### config.mk
export PLATFORM = sky130hd
export DESIGN_NAME = approx_product_accumulator
export DESIGN_NICKNAME = d
export VERILOG_FILES = /design/src/rtl/approx_product_accumulator.sv
export SDC_FILE = /design/constraint.sdc
export NUM_CORES = 1
export LEC_CHECK = 0
export CORE_MARGIN = 2
export CORE_UTILIZATION = 40
export CTS_CLUSTER_SIZE = 20
export DETAILED_ROUTE_END_ITERATION = 7
export PLACE_DENSITY = 0.65
export SLEW_MARGIN = 40
export SYNTH_ARGS = -nofsm -noshare
export SYNTH_HDL_FRONTEND = slang
export SYNTH_SLANG_ARGS = --single-unit
### constraint.sdc
create_clock -name clk -period 3.9 [get_ports clk]
set_clock_uncertainty 0.1 [all_clocks]
set_input_delay 0.585 -clock clk [delete_from_list [all_inputs] [get_ports clk]]
set_output_delay 0.585 -clock clk [all_outputs]
set_load 0.01 [all_outputs]
### src/rtl/approx_product_accumulator.sv
// Accumulates vectors of unsigned products from the approximate multiplier into a
// saturating sum and hands back sum, element count and overflow flag over valid/ready.
module approx_product_accumulator #(
    parameter int PROD_W = 16,
    parameter int ACC_W  = 24,
    parameter int CNT_W  = 8
) (
    input  logic              clk,
    input  logic              rst,
    input  logic              in_valid,
    output logic              in_ready,
    input  logic [PROD_W-1:0] in_prod,
    input  logic              in_last,
    output logic              out_valid,
    input  logic              out_ready,
    output logic [ACC_W-1:0]  out_sum,
    output logic [CNT_W-1:0]  out_count,
    output logic              out_ovf
);

    typedef enum logic [1:0] {IDLE, ACCUM, HOLD} state_t;

    state_t           state, state_nxt;
    logic [ACC_W-1:0] acc, acc_nxt;
    logic [CNT_W-1:0] cnt, cnt_nxt;
    logic             ovf, ovf_nxt;
    logic [ACC_W-1:0] prod_ext;
    logic             in_xfer;
    logic             out_xfer;

    function automatic logic [ACC_W-1:0] sat_add(input logic [ACC_W-1:0] a,
                                                 input logic [ACC_W-1:0] b);
        logic [ACC_W:0] s;
        s = {1'b0, a} + {1'b0, b};
        return s[ACC_W] ? {ACC_W{1'b1}} : s[ACC_W-1:0];
    endfunction

    function automatic logic add_carry(input logic [ACC_W-1:0] a,
                                       input logic [ACC_W-1:0] b);
        logic [ACC_W:0] s;
        s = {1'b0, a} + {1'b0, b};
        return s[ACC_W];
    endfunction

    // Count sticks at all-ones instead of wrapping; it never feeds the overflow flag.
    function automatic logic [CNT_W-1:0] sat_inc(input logic [CNT_W-1:0] c);
        return (c == {CNT_W{1'b1}}) ? c : c + CNT_W'(1);
    endfunction

    assign prod_ext = ACC_W'(in_prod);
    assign in_ready = (state != HOLD);
    assign out_valid = (state == HOLD);
    assign in_xfer  = in_valid & in_ready;
    assign out_xfer = out_valid & out_ready;

    assign out_sum   = out_valid ? acc : '0;
    assign out_count = out_valid ? cnt : '0;
    assign out_ovf   = out_valid & ovf;

    always_comb begin
        state_nxt = state;
        acc_nxt   = acc;
        cnt_nxt   = cnt;
        ovf_nxt   = ovf;
        case (state)
            IDLE: begin
                if (in_xfer) begin
                    acc_nxt   = prod_ext;
                    cnt_nxt   = CNT_W'(1);
                    ovf_nxt   = 1'b0;
                    state_nxt = in_last ? HOLD : ACCUM;
                end
            end
            ACCUM: begin
                if (in_xfer) begin
                    acc_nxt   = sat_add(acc, prod_ext);
                    cnt_nxt   = sat_inc(cnt);
                    ovf_nxt   = ovf | add_carry(acc, prod_ext);
                    state_nxt = in_last ? HOLD : ACCUM;
                end
            end
            HOLD: begin
                // Input is blocked here, so the handoff cycle never starts a new vector.
                if (out_xfer) begin
                    acc_nxt   = '0;
                    cnt_nxt   = '0;
                    ovf_nxt   = 1'b0;
                    state_nxt = IDLE;
                end
            end
            default: begin
                acc_nxt   = '0;
                cnt_nxt   = '0;
                ovf_nxt   = 1'b0;
                state_nxt = IDLE;
            end
        endcase
    end

    always_ff @(posedge clk) begin
        if (rst) begin
            state <= IDLE;
            acc   <= '0;
            cnt   <= '0;
            ovf   <= 1'b0;
        end else begin
            state <= state_nxt;
            acc   <= acc_nxt;
            cnt   <= cnt_nxt;
            ovf   <= ovf_nxt;
        end
    end

endmodule

# After elaboration in Yosys (flattened, before gate mapping)
# Cells that the tools add are included.
dict set report totals {
  inputBits 21
  register_bits 35
}
dict set report op_classes {
  n_reduce_logical 5
  mux 20
  add_sub_neg 2
  eq_ne 9
  bitwise 4
}
# op count
set op_table {}
lappend op_table {{24-bit 2-to-1 mux} 5}
lappend op_table {{24-bit one-hot mux with 3 select lines} 1}
lappend op_table {{8-bit 2-to-1 mux} 5}
lappend op_table {{24-bit by 16-bit adder with 25-bit output} 1}
lappend op_table {{8-bit one-hot mux with 3 select lines} 1}
lappend op_table {{8-bit by 1-bit adder with 8-bit output, second input constant} 1}
lappend op_table {{8-bit == test, second input constant} 1}
lappend op_table {{2-bit inequality test, second input constant} 4}
lappend op_table {{2-bit 2-to-1 mux} 3}
lappend op_table {{2-bit by 1-bit inequality test with 1-bit output, second input constant} 2}
lappend op_table {{2-bit one-hot mux with 2 select lines} 1}
lappend op_table {{4-bit AND reduction} 1}
lappend op_table {{1-bit bitwise AND} 3}
lappend op_table {{1-bit 2-to-1 mux} 3}
lappend op_table {{1-bit one-hot mux with 3 select lines} 1}
lappend op_table {{3-bit AND reduction} 1}
lappend op_table {{2-bit by 1-bit == test with 1-bit output, second input constant} 1}
lappend op_table {{2-bit == test, second input constant} 1}
lappend op_table {{2-bit logical NOT} 1}
lappend op_table {{2-bit AND reduction} 1}
lappend op_table {{2-bit OR reduction} 1}
lappend op_table {{1-bit bitwise OR} 1}

# Longest topological paths before layout
# Gate-level depths: netlist of the first run.
dict set report depth {
  word_depth 4
  ltp_mapped 10
}

# Worst setup path after synthesis of the first run
# Ideal clock, no wire load.
dict set report synth_path {
  path_type {input to register}
  startpoint {in in_prod[0]}
  endpoint {reg acc[23]}
  setup_slack_ps 1170
  t_required_ps 3673
  setup_ps 127
  n_path_buf 0
  path_stages 9
  arrival_time_ps 2503
  cell_sequence {ha_1 -> fa_1 -> a211oi_1 -> o21a_2 -> nor2_2 -> a21oi_2 -> nor2_2 -> a22o_1 -> or3_1}
}
dict set report synth_via {
  elab_chain_cells 4
}
# item line
set synth_rtl {}
lappend synth_rtl {{start, declared} 12} ;# input logic [PROD_W-1:0] in_prod,
lappend synth_rtl {{24-bit by 16-bit adder with 25-bit output} 34} ;# s = {1'b0, a} + {1'b0, b};
lappend synth_rtl {{24-bit 2-to-1 mux} 35} ;# return s[ACC_W] ? {ACC_W{1'b1}} : s[ACC_W-1:0];
lappend synth_rtl {{24-bit 2-to-1 mux} 75} ;# if (in_xfer) begin
lappend synth_rtl {{24-bit one-hot mux with 3 select lines} 65} ;# case (state)
lappend synth_rtl {{end signal, assigned} 108} ;# acc <= acc_nxt;
lappend synth_rtl {{end, declared} 24} ;# logic [ACC_W-1:0] acc, acc_nxt;
# Every way passes these cells. The select of a mux whose other input is x is not followed.
# A chain may end at the register's enable or synchronous reset.

# Final worst setup path of the first run
# Ends and elaborated chain as after synthesis.

==> results of run 1 <==
-- metal layers --
| layer | track usage (%) | vias up | share of wire [%] |
|---|---|---|---|
| met5 | 0 | - | 0 |
| met4 | 6.818 | 0 | 1.8 |
| met3 | 3.714 | 13 | 6.1 |
| met2 | 32.27 | 100 | 43 |
| met1 | 28.99 | 1305 | 49 |
| li1 | - | 1419 | - |
-- critical path, stage by stage --
cell and delay, ns:
clkdlybuf4s50_1 0.42, ha_1 0.23, fa_1 0.42, a211oi_1 0.32, o21a_2 0.22, nor2_2 0.07, a21oi_2 0.24, nor2_2 0.12
a22o_1 0.21, or3_1 0.30
-- state kept, by name (all words and copies together) (netlist names) --
register,cells
ovf,1
state,2
cnt,8
acc,24
-- metrics by stage --
stage | setup slack, ns | util, % | power [W] | cell area (um2) | hold slack, ns
floorplan | 1.170 | - | 0.0005960 | 2741 | 0.3285
global placement | 0.5943 | 49.94 | 0.0006786 | 3356 | 0.3589
detailed placement | 0.5663 | 49.94 | 0.0006814 | 3356 | 0.3563
CTS | 0.8547 | 51.62 | 0.001020 | 3468 | 0.3745
global route | 0.7233 | 51.62 | 0.001071 | 3468 | 0.4004
finish | 0.8424 | 51.62 | 0.001019 | 3468 | 0.3689
-- synth_stat cells, types with 8 or more instances --
cell type / n / area, um2
clkbuf_1: 10 / 37.54
nand2_1: 33 / 123.9
ha_1: 17 / 212.7
nand3_1: 8 / 40.04
xnor2_1: 8 / 70.07
dfxtp_1: 35 / 700.7
and2_1: 32 / 200.2
nor2_1: 35 / 131.4
nor3_1: 10 / 50.05
a21oi_1: 33 / 165.2
a31oi_1: 13 / 81.33
o21ai_0: 24 / 120.1
-- cell families after synthesis --
kind of cell,Yosys count,share of synthesized area [%]
AO/OA/AOI/OAI,120,28.53
AND/OR/NAND/NOR,152,28.43
multiplexers,2,0.7303
XOR/XNOR,14,4.473
buffers and inverters,22,3.788
adder cells (fa/ha/maj),18,8.489
flip-flops,35,25.56
-- final timing paths --
check | cells past startpoint | to | slack (ns) | startpoint
worst max register to register | 9 | acc[23]$_SDFFE_PP0P_ | 1.26 | acc[0]$_SDFFE_PP0P_
worst min register to register | 2 | acc[6]$_SDFFE_PP0P_ | 0.37 | acc[6]$_SDFFE_PP0P_
worst max-delay path | 10 | acc[23]$_SDFFE_PP0P_ | 0.84 | in_prod[0]
worst min-delay path | 2 | acc[6]$_SDFFE_PP0P_ | 0.37 | acc[6]$_SDFFE_PP0P_
-- final cells by class --
class / count / area (um2) / area share [%]
clock buffer: 5 / 68.82 / 1.984
clock inverter: 3 / 43.79 / 1.263
inverter: 6 / 22.52 / 0.6493
multi-input combinational: 306 / 1937 / 55.84
sequential: 35 / 700.7 / 20.20
tap: 80 / 100.1 / 2.886
timing repair buffer: 61 / 595.6 / 17.17
-- report_power, final --
part | total, W | leakage (nW) | switching (W) | internal [W]
Clock | 0.000342 | 0.0581 | 0.000151 | 0.000191
Sequential | 0.000388 | 0.285 | 0.0000141 | 0.000374
Combinational | 0.000288 | 0.984 | 0.000162 | 0.000126
Total | 0.00102 | 1.33 | 0.000328 | 0.000691
==> results.py, run 1 <==
metrics = {
    "status": {
        "status": "finished, final reports clean",
    },
    "cells_and_area": {
        "diodes": 0,
        "final_common_cell": "clkdlybuf4s50_1",
        "area_growth_pct": 26.52,
        "fillers": 672,
        "final_cell_mix": "clkdlybuf4s50_1 (55), nor2_1 (35), dfxtp_1 (35), nand2_1 (33), a21oi_1 (33)",
        "nets": 454,
        "finalNonFillerCells": 496,
        "drive_gt1_share_pct": 7.933,
    },
    "clock_tree": {
        "post-cts-setup-buffers": 0,
        "cts_root_buf": "clkbuf_8",
        "numCtsBuffers": 5,
        "clock_latency_ns": 0.29,
        "clk_path_buf_depth": 2,
        "htree_levels": 2,
        "clkTransAtPathRegs_ns": 0.08,
        "ctsResizeCount": 0,
        "ctsHoldBuffers": 0,
        "cts.sinks": 35,
        "cts_tree": "yes",
    },
    "grt": {
        "track_usage_pct": 20.77,
        "antenna_found_initial": 0,
        "grt_pass1_vias": 2662,
        "grt_pass1_wl_um": 12770,
        "grt_start_max_net_pins": 23,
        "grt_remaining_overflow": 0,
    },
    "setup_path": {
        "critical_path_arrival_ns": 3.14,
        "crit_type": "in -> reg",
        "end_kind": "register",
        "cp_max_fo": 5,
        "worstSetupStartpointType": "primary input",
        "critical_path_required_ns": 3.98,
    },
    "min_path": {
        "hp-class": "reg -> reg",
    },
    "sta": {
        "min_period_over_period_pct": 78.40,
        "setup_viol": 0,
        "slew_viol_final": 0,
        "hold_viol": 0,
        "fmax_mhz": 327.1,
        "fin_crit_ns": 3.058,
        "rsz0062_at_grt": "no",
        "max_slew_margin_pct": 56.14,
        "finalSetupTns_ns": 0,
        "max_slew.worst_pin.slew_ns": 0.6555,
    },
    "routing": {
        "drtIter0Drc": 159,
        "via_count": 2837,
        "wl_per_cell_um": 15.26,
        "drc": 0,
        "vias_per_cell": 5.720,
        "drt.antenna.violating_nets": 0,
        "wl_um": 7569,
        "first_pass_iters": 4,
    },
    "floorplanning": {
        "chipHeight_um": 86.79,
        "core_mm2": 0.006719,
        "io_pins": 56,
        "rows": 30,
        "dieArea_mm2": 0.007532,
        "die_x_um": 86.79,
        "initial_core_util_pct": 40.80,
    },
    "synth": {
        "seq_area_frac_synth_pct": 25.56,
        "synth_ff_type": "dfxtp_1",
        "synth-edff-count": 0,
        "avgSynthCellArea_um2": 7.552,
        "ys_ff_latch": 35,
        "ys_async_sr_fraction_pct": 0,
        "ys.warnings.count": 0,
        "synth_area_mm2": 0.002741,
        "ys_types": 57,
        "synth_nets": 402,
        "synthCells": 363,
    },
    "flow_run": {
        "cap_viol_max_count": 0,
    },
    "power": {
        "ir_worst_vdd_mv": 0.1664,
        "p_per_area_mw_per_mm2": 293.7,
        "leakage_nw": 1.327,
    },
    "place": {
        "portBuffers": 55,
        "gp_congestion": 0.9048,
        "hpwl_um": 5456,
        "post-place-cells": 488,
    },
}
No activity file was read; power rests on OpenSTA's default activity.
==> inputs of run 2 (changes only) <==
==> constraint.sdc (replaced) <==
create_clock -name clk -period 3.2 [get_ports clk]
set_clock_uncertainty 0.1 [all_clocks]
set_input_delay 0.48 -clock clk [delete_from_list [all_inputs] [get_ports clk]]
set_output_delay 0.48 -clock clk [all_outputs]
set_load 0.01 [all_outputs]
==> run 2 against run 1 <==
Effect of this change: final cell count is 1.6% higher; sequential power grew 22%; die area did not move; clock power grew 20%; critical path type unchanged; critical endpoint unchanged.
==> results.py, run 2 (same netlist as run 1, synthesis figures left out) <==
metrics = {
    "status": {
        "status": "finished, final reports clean",
    },
    "clock_tree": {
        "post-cts-setup-buffers": 0,
        "clkTransAtPathRegs_ns": 0.08,
        "clock_latency_ns": 0.29,
        "clk_path_buf_depth": 2,
        "ctsHoldBuffers": 0,
        "ctsResizeCount": 0,
        "cts_tree": "yes",
        "cts_root_buf": "clkbuf_8",
        "numCtsBuffers": 5,
        "htree_levels": 2,
        "cts.sinks": 35,
    },
    "grt": {
        "grt_start_max_net_pins": 19,
        "grt_remaining_overflow": 0,
        "grt_pass1_wl_um": 12770,
        "grt_pass1_vias": 2685,
        "antenna_found_initial": 0,
        "track_usage_pct": 20.82,
    },
    "flow_run": {
        "cap_viol_max_count": 0,
    },
    "routing": {
        "drc": 0,
        "drt.antenna.violating_nets": 0,
        "vias_per_cell": 5.665,
        "via_count": 2855,
        "drtIter0Drc": 103,
        "wl_per_cell_um": 15.03,
        "wl_um": 7574,
        "first_pass_iters": 5,
    },
    "cells_and_area": {
        "reg_top3": "acc (24), cnt (8), state (2)",
        "final_cell_mix": "clkdlybuf4s50_1 (55), nor2_1 (35), dfxtp_1 (35), nand2_1 (33), a21oi_1 (33)",
        "top_register": "acc",
        "finalNonFillerCells": 504,
        "seqCellArea_um2": 700.7,
        "diodes": 0,
        "area_growth_pct": 28.71,
        "nets": 462,
        "final_common_cell": "clkdlybuf4s50_1",
        "fillers": 671,
        "final_area_mm2": 0.003528,
        "drive_gt1_share_pct": 9.670,
        "largest_reg_flops": 24,
        "multiInputGateArea_mm2": 0.001937,
    },
    "place": {
        "hpwl_um": 5716,
        "gp_congestion": 0.9352,
        "post-place-ws_ns": 0.06927,
        "portBuffers": 55,
        "post-place-cells": 496,
        "placed_cell_area_mm2": 0.003416,
    },
    "power": {
        "leakage_nw": 1.365,
        "fin_total_pwr_w": 0.001247,
        "ir_worst_vdd_mv": 0.1645,
        "p_per_area_mw_per_mm2": 353.4,
    },
    "sta": {
        "max_slew.worst_pin.slew_ns": 0.6178,
        "slew_viol_final": 0,
        "hold_viol": 0,
        "finalSetupTns_ns": 0,
        "setup_viol": 0,
        "min_period_over_period_pct": 88.53,
        "fmax_mhz": 353.0,
        "setup_ws_ns": 0.3671,
        "rsz0062_at_grt": "no",
        "max_slew_margin_pct": 58.81,
        "fin_crit_ns": 2.833,
    },
    "setup_path": {
        "crit_path_top_delay_cell": "clkdlybuf4s50_1",
        "path_cells": "clkdlybuf4s50_1 -> ha_1 -> fa_1 -> a211oi_1 -> o21a_2 -> nor2_2 -> a21oi_2 -> nor2_2 -> a22o_1 -> or3_1",
        "end_kind": "register",
        "reg2reg_setup_slack_ns": 0.68,
        "critical_path_arrival_ns": 2.91,
        "critical_path_required_ns": 3.28,
        "worstSetupStartpointType": "primary input",
        "cp_max_fo": 5,
        "crit_type": "in -> reg",
        "cpMostUsedCell": "nor2_2",
        "slowest_delay_ns": 0.43,
    },
    "floorplanning": {
        "io_pins": 56,
        "dieArea_mm2": 0.007532,
        "initial_core_util_pct": 40.80,
        "chipHeight_um": 86.79,
        "die_x_um": 86.79,
        "rows": 30,
        "core_mm2": 0.006719,
    },
    "min_path": {
        "hp-class": "reg -> reg",
    },
}
run 2: changes by cell type in the layout (fill, tap and decap cells not counted):
cell,change
buf_4,+8
run 2: path summary, 6_finish.rpt:
check / from / endpoint / depth (start not counted)
worst max-delay path: in_prod[0] / acc[23]$_SDFFE_PP0P_ / 10
worst min-delay path: acc[8]$_SDFFE_PP0P_ / acc[8]$_SDFFE_PP0P_ / 2
worst min register to register: acc[8]$_SDFFE_PP0P_ / acc[8]$_SDFFE_PP0P_ / 2
worst max register to register: acc[0]$_SDFFE_PP0P_ / acc[23]$_SDFFE_PP0P_ / 9
run 2: power by group:
| part | total, W | internal [W] | switching [W] | leakage (nW) |
|---|---|---|---|---|
| sequential | 0.000473 | 0.000456 | 0.0000171 | 0.285 |
| clock | 0.000409 | 0.000232 | 0.000177 | 0.0581 |
| combinational | 0.000365 | 0.000164 | 0.000200 | 1.02 |
| total | 0.00125 | 0.000853 | 0.000394 | 1.36 |
run 2: stage by stage:
stage | hold slack [ns] | util, %
after CTS | 0.3728 | 52.51
after floorplan | 0.3285 | -
after detailed placement | 0.3581 | 50.84
final | 0.3736 | 52.51
after global routing | 0.4054 | 52.51
after global placement | 0.3551 | 50.84
run 2: final cells by class:
| type | instances | share of cell area (%) |
|---|---|---|
| Timing Repair Buffer | 69 | 18.58 |
| Multi-Input combinational cell | 306 | 54.89 |
| Sequential cell | 35 | 19.86 |
| Clock buffer | 5 | 1.950 |
| Tap cell | 80 | 2.837 |
| Clock inverter | 3 | 1.241 |
| Inverter | 6 | 0.6383 |
run 2: worst max-delay path: cells and delay by family:
| family | cells | cell delay (ns) |
|---|---|---|
| buffers and inverters | 1 | 0.43 |
| AO/OA/AOI/OAI | 4 | 0.91 |
| AND/OR/NAND/NOR | 3 | 0.45 |
| adder cells (fa/ha/maj) | 2 | 0.63 |
run 2: layer usage:
layer / track usage [%] / part of all wire (%) / vias up
met5: 0 / 0 / -
met4: 4.688 / 1.3 / 0
met2: 34.56 / 46 / 73
met3: 3.238 / 4.0 / 11
met1: 28.38 / 49 / 1331
li1: - / - / 1440
==> inputs of run 3 (changes only) <==
--- a/config.mk
+++ b/config.mk
@@ -6,10 +6,11 @@
 export NUM_CORES = 1
 export LEC_CHECK = 0
 export CORE_MARGIN = 2
-export CORE_UTILIZATION = 40
+export CORE_UTILIZATION = 52
 export CTS_CLUSTER_SIZE = 20
 export DETAILED_ROUTE_END_ITERATION = 7
-export PLACE_DENSITY = 0.65
+export HOLD_SLACK_MARGIN = 0.08
+export PLACE_DENSITY = 0.81
 export SLEW_MARGIN = 40
 export SYNTH_ARGS = -nofsm -noshare
 export SYNTH_HDL_FRONTEND = slang
==> run 3 against run 2 <==
Effect of this change: flip-flop and latch count is the same; worst setup slack lost 0.036 ns; first-iteration DRC count grew to 2.5 times the previous value; clock-buffer cell count grew 1; largest power group unchanged; hold slack lost 0.0021 ns; clock power grew 4%; largest cell class unchanged; critical path depth is the same; total power grew 1.2%.
==> results.py, run 3 (same netlist as run 1, synthesis figures left out) <==
metrics = {
    "clock_tree": {
        "clock_latency_ns": 0.29,
        "clk_path_buf_depth": 2,
        "cts_root_buf": "clkbuf_8",
        "cts_tree": "yes",
        "htree_levels": 2,
        "clkTransAtPathRegs_ns": 0.08,
        "numCtsBuffers": 5,
        "cts.sinks": 35,
        "ctsHoldBuffers": 0,
        "ctsResizeCount": 0,
        "post-cts-setup-buffers": 0,
    },
    "sta": {
        "max_slew.worst_pin.slew_ns": 0.6330,
        "fin_crit_ns": 2.869,
        "finalSetupTns_ns": 0,
        "min_period_over_period_pct": 89.66,
        "slew_viol_final": 0,
        "hold_viol": 0,
        "fmax_mhz": 348.5,
        "max_slew_margin_pct": 57.65,
        "rsz0062_at_grt": "no",
        "setup_viol": 0,
    },
    "routing": {
        "via_count": 2948,
        "drtIter0Drc": 262,
        "wl_per_cell_um": 15.30,
        "vias_per_cell": 5.980,
        "drt.antenna.violating_nets": 0,
        "first_pass_iters": 5,
        "drc": 0,
        "wl_um": 7545,
    },
    "min_path": {
        "hp-class": "reg -> reg",
    },
    "cells_and_area": {
        "finalNonFillerCells": 493,
        "fillers": 448,
        "diodes": 0,
        "multiInputGateArea_mm2": 0.001937,
        "seqCellArea_um2": 700.7,
        "final_area_mm2": 0.003513,
        "top_register": "acc",
        "area_growth_pct": 28.16,
        "nets": 461,
        "largest_reg_flops": 24,
        "drive_gt1_share_pct": 9.456,
        "reg_top3": "acc (24), cnt (8), state (2)",
        "final_common_cell": "clkdlybuf4s50_1",
        "final_cell_mix": "clkdlybuf4s50_1 (55), nor2_1 (35), dfxtp_1 (35), nand2_1 (33), a21oi_1 (33)",
    },
    "grt": {
        "antenna_found_initial": 0,
        "grt_start_max_net_pins": 21,
        "track_usage_pct": 25.96,
        "grt_pass1_vias": 2784,
        "grt_pass1_wl_um": 12640,
        "grt_remaining_overflow": 0,
    },
    "place": {
        "gp_congestion": 0.9576,
        "portBuffers": 55,
        "post-place-cells": 485,
        "hpwl_um": 5700,
        "placed_cell_area_mm2": 0.003396,
    },
    "flow_run": {
        "cap_viol_max_count": 0,
    },
    "status": {
        "status": "finished, final reports clean",
    },
    "setup_path": {
        "critical_path_arrival_ns": 2.94,
        "path_cells": "clkdlybuf4s50_1 -> ha_1 -> fa_1 -> a211oi_1 -> o21a_2 -> nor2_2 -> a21oi_2 -> nor2_2 -> a22o_1 -> or3_1",
        "critical_path_required_ns": 3.28,
        "crit_path_top_delay_cell": "clkdlybuf4s50_1",
        "crit_type": "in -> reg",
        "end_kind": "register",
        "slowest_delay_ns": 0.43,
        "cp_max_fo": 5,
        "cpMostUsedCell": "nor2_2",
        "worstSetupStartpointType": "primary input",
    },
    "power": {
        "ir_worst_vdd_mv": 0.1836,
        "p_per_area_mw_per_mm2": 359.1,
        "leakage_nw": 1.363,
    },
    "floorplanning": {
        "chipHeight_um": 76.61,
        "dieArea_mm2": 0.005868,
        "initial_core_util_pct": 53.67,
        "die_x_um": 76.61,
        "core_mm2": 0.005107,
        "rows": 26,
        "io_pins": 56,
    },
}
==> run 3: changes by cell type in the layout (fill, tap and decap cells not counted) <==
cell / change
clkinv_4: -1
buf_4: -1
clkbuf_8: +1
==> run 3: report_power, final <==
part           switching, W  leakage (nW)  total, W  internal [W]
combinational      0.000200          1.02  0.000362      0.000162
clock              0.000172        0.0612  0.000425      0.000252
sequential        0.0000181         0.285  0.000475      0.000456
==> run 3: path summary, 6_finish.rpt <==
kind | start | endpoint | slack (ns) | cells after the start
min | acc[6]$_SDFFE_PP0P_ | acc[6]$_SDFFE_PP0P_ | 0.37 | 2
min reg2reg | acc[6]$_SDFFE_PP0P_ | acc[6]$_SDFFE_PP0P_ | 0.37 | 2
max | in_prod[0] | acc[23]$_SDFFE_PP0P_ | 0.33 | 10
max reg2reg | acc[0]$_SDFFE_PP0P_ | acc[23]$_SDFFE_PP0P_ | 0.65 | 9
==> run 3: layout make-up <==
class	count	area share, %
Clock buffer	6	2.350
Inverter	6	0.6410
Sequential cell	35	19.94
Clock inverter	2	0.9972
Tap cell	70	2.493
Multi-Input combinational cell	306	55.13
Timing Repair Buffer	68	18.45
==> run 3: metal layers <==
layer / part of all wire (%) / vias to the layer above / track usage (%)
li1: - / 1430 / -
met1: 44 / 1378 / 32.94
met2: 48 / 123 / 44.87
met3: 5.7 / 17 / 3.791
met4: 2.1 / 0 / 9.091
met5: 0 / - / 0
==> run 3: critical path: cells and delay by family <==
family | cells | cell delay [ns]
compound gates | 4 | 0.95
fa+ha+maj | 2 | 0.63
simple gates | 3 | 0.47
buf+inv | 1 | 0.43
==> run 3: metrics by stage <==
step | setup WS, ns | total power [W] | hold WS (ns) | utilization, %
6_report | 0.3310 | 0.001261 | 0.3715 | 68.79
5_1_grt | 0.1148 | 0.001324 | 0.3852 | 68.79
4_1_cts | 0.3164 | 0.001259 | 0.3724 | 68.79
3_5_place_dp | 0.04638 | 0.0008400 | 0.3531 | 66.49
3_3_place_gp | 0.08879 | 0.0008299 | 0.3479 | 66.49
2_1_floorplan | 0.5753 | 0.0007264 | 0.3285 | -
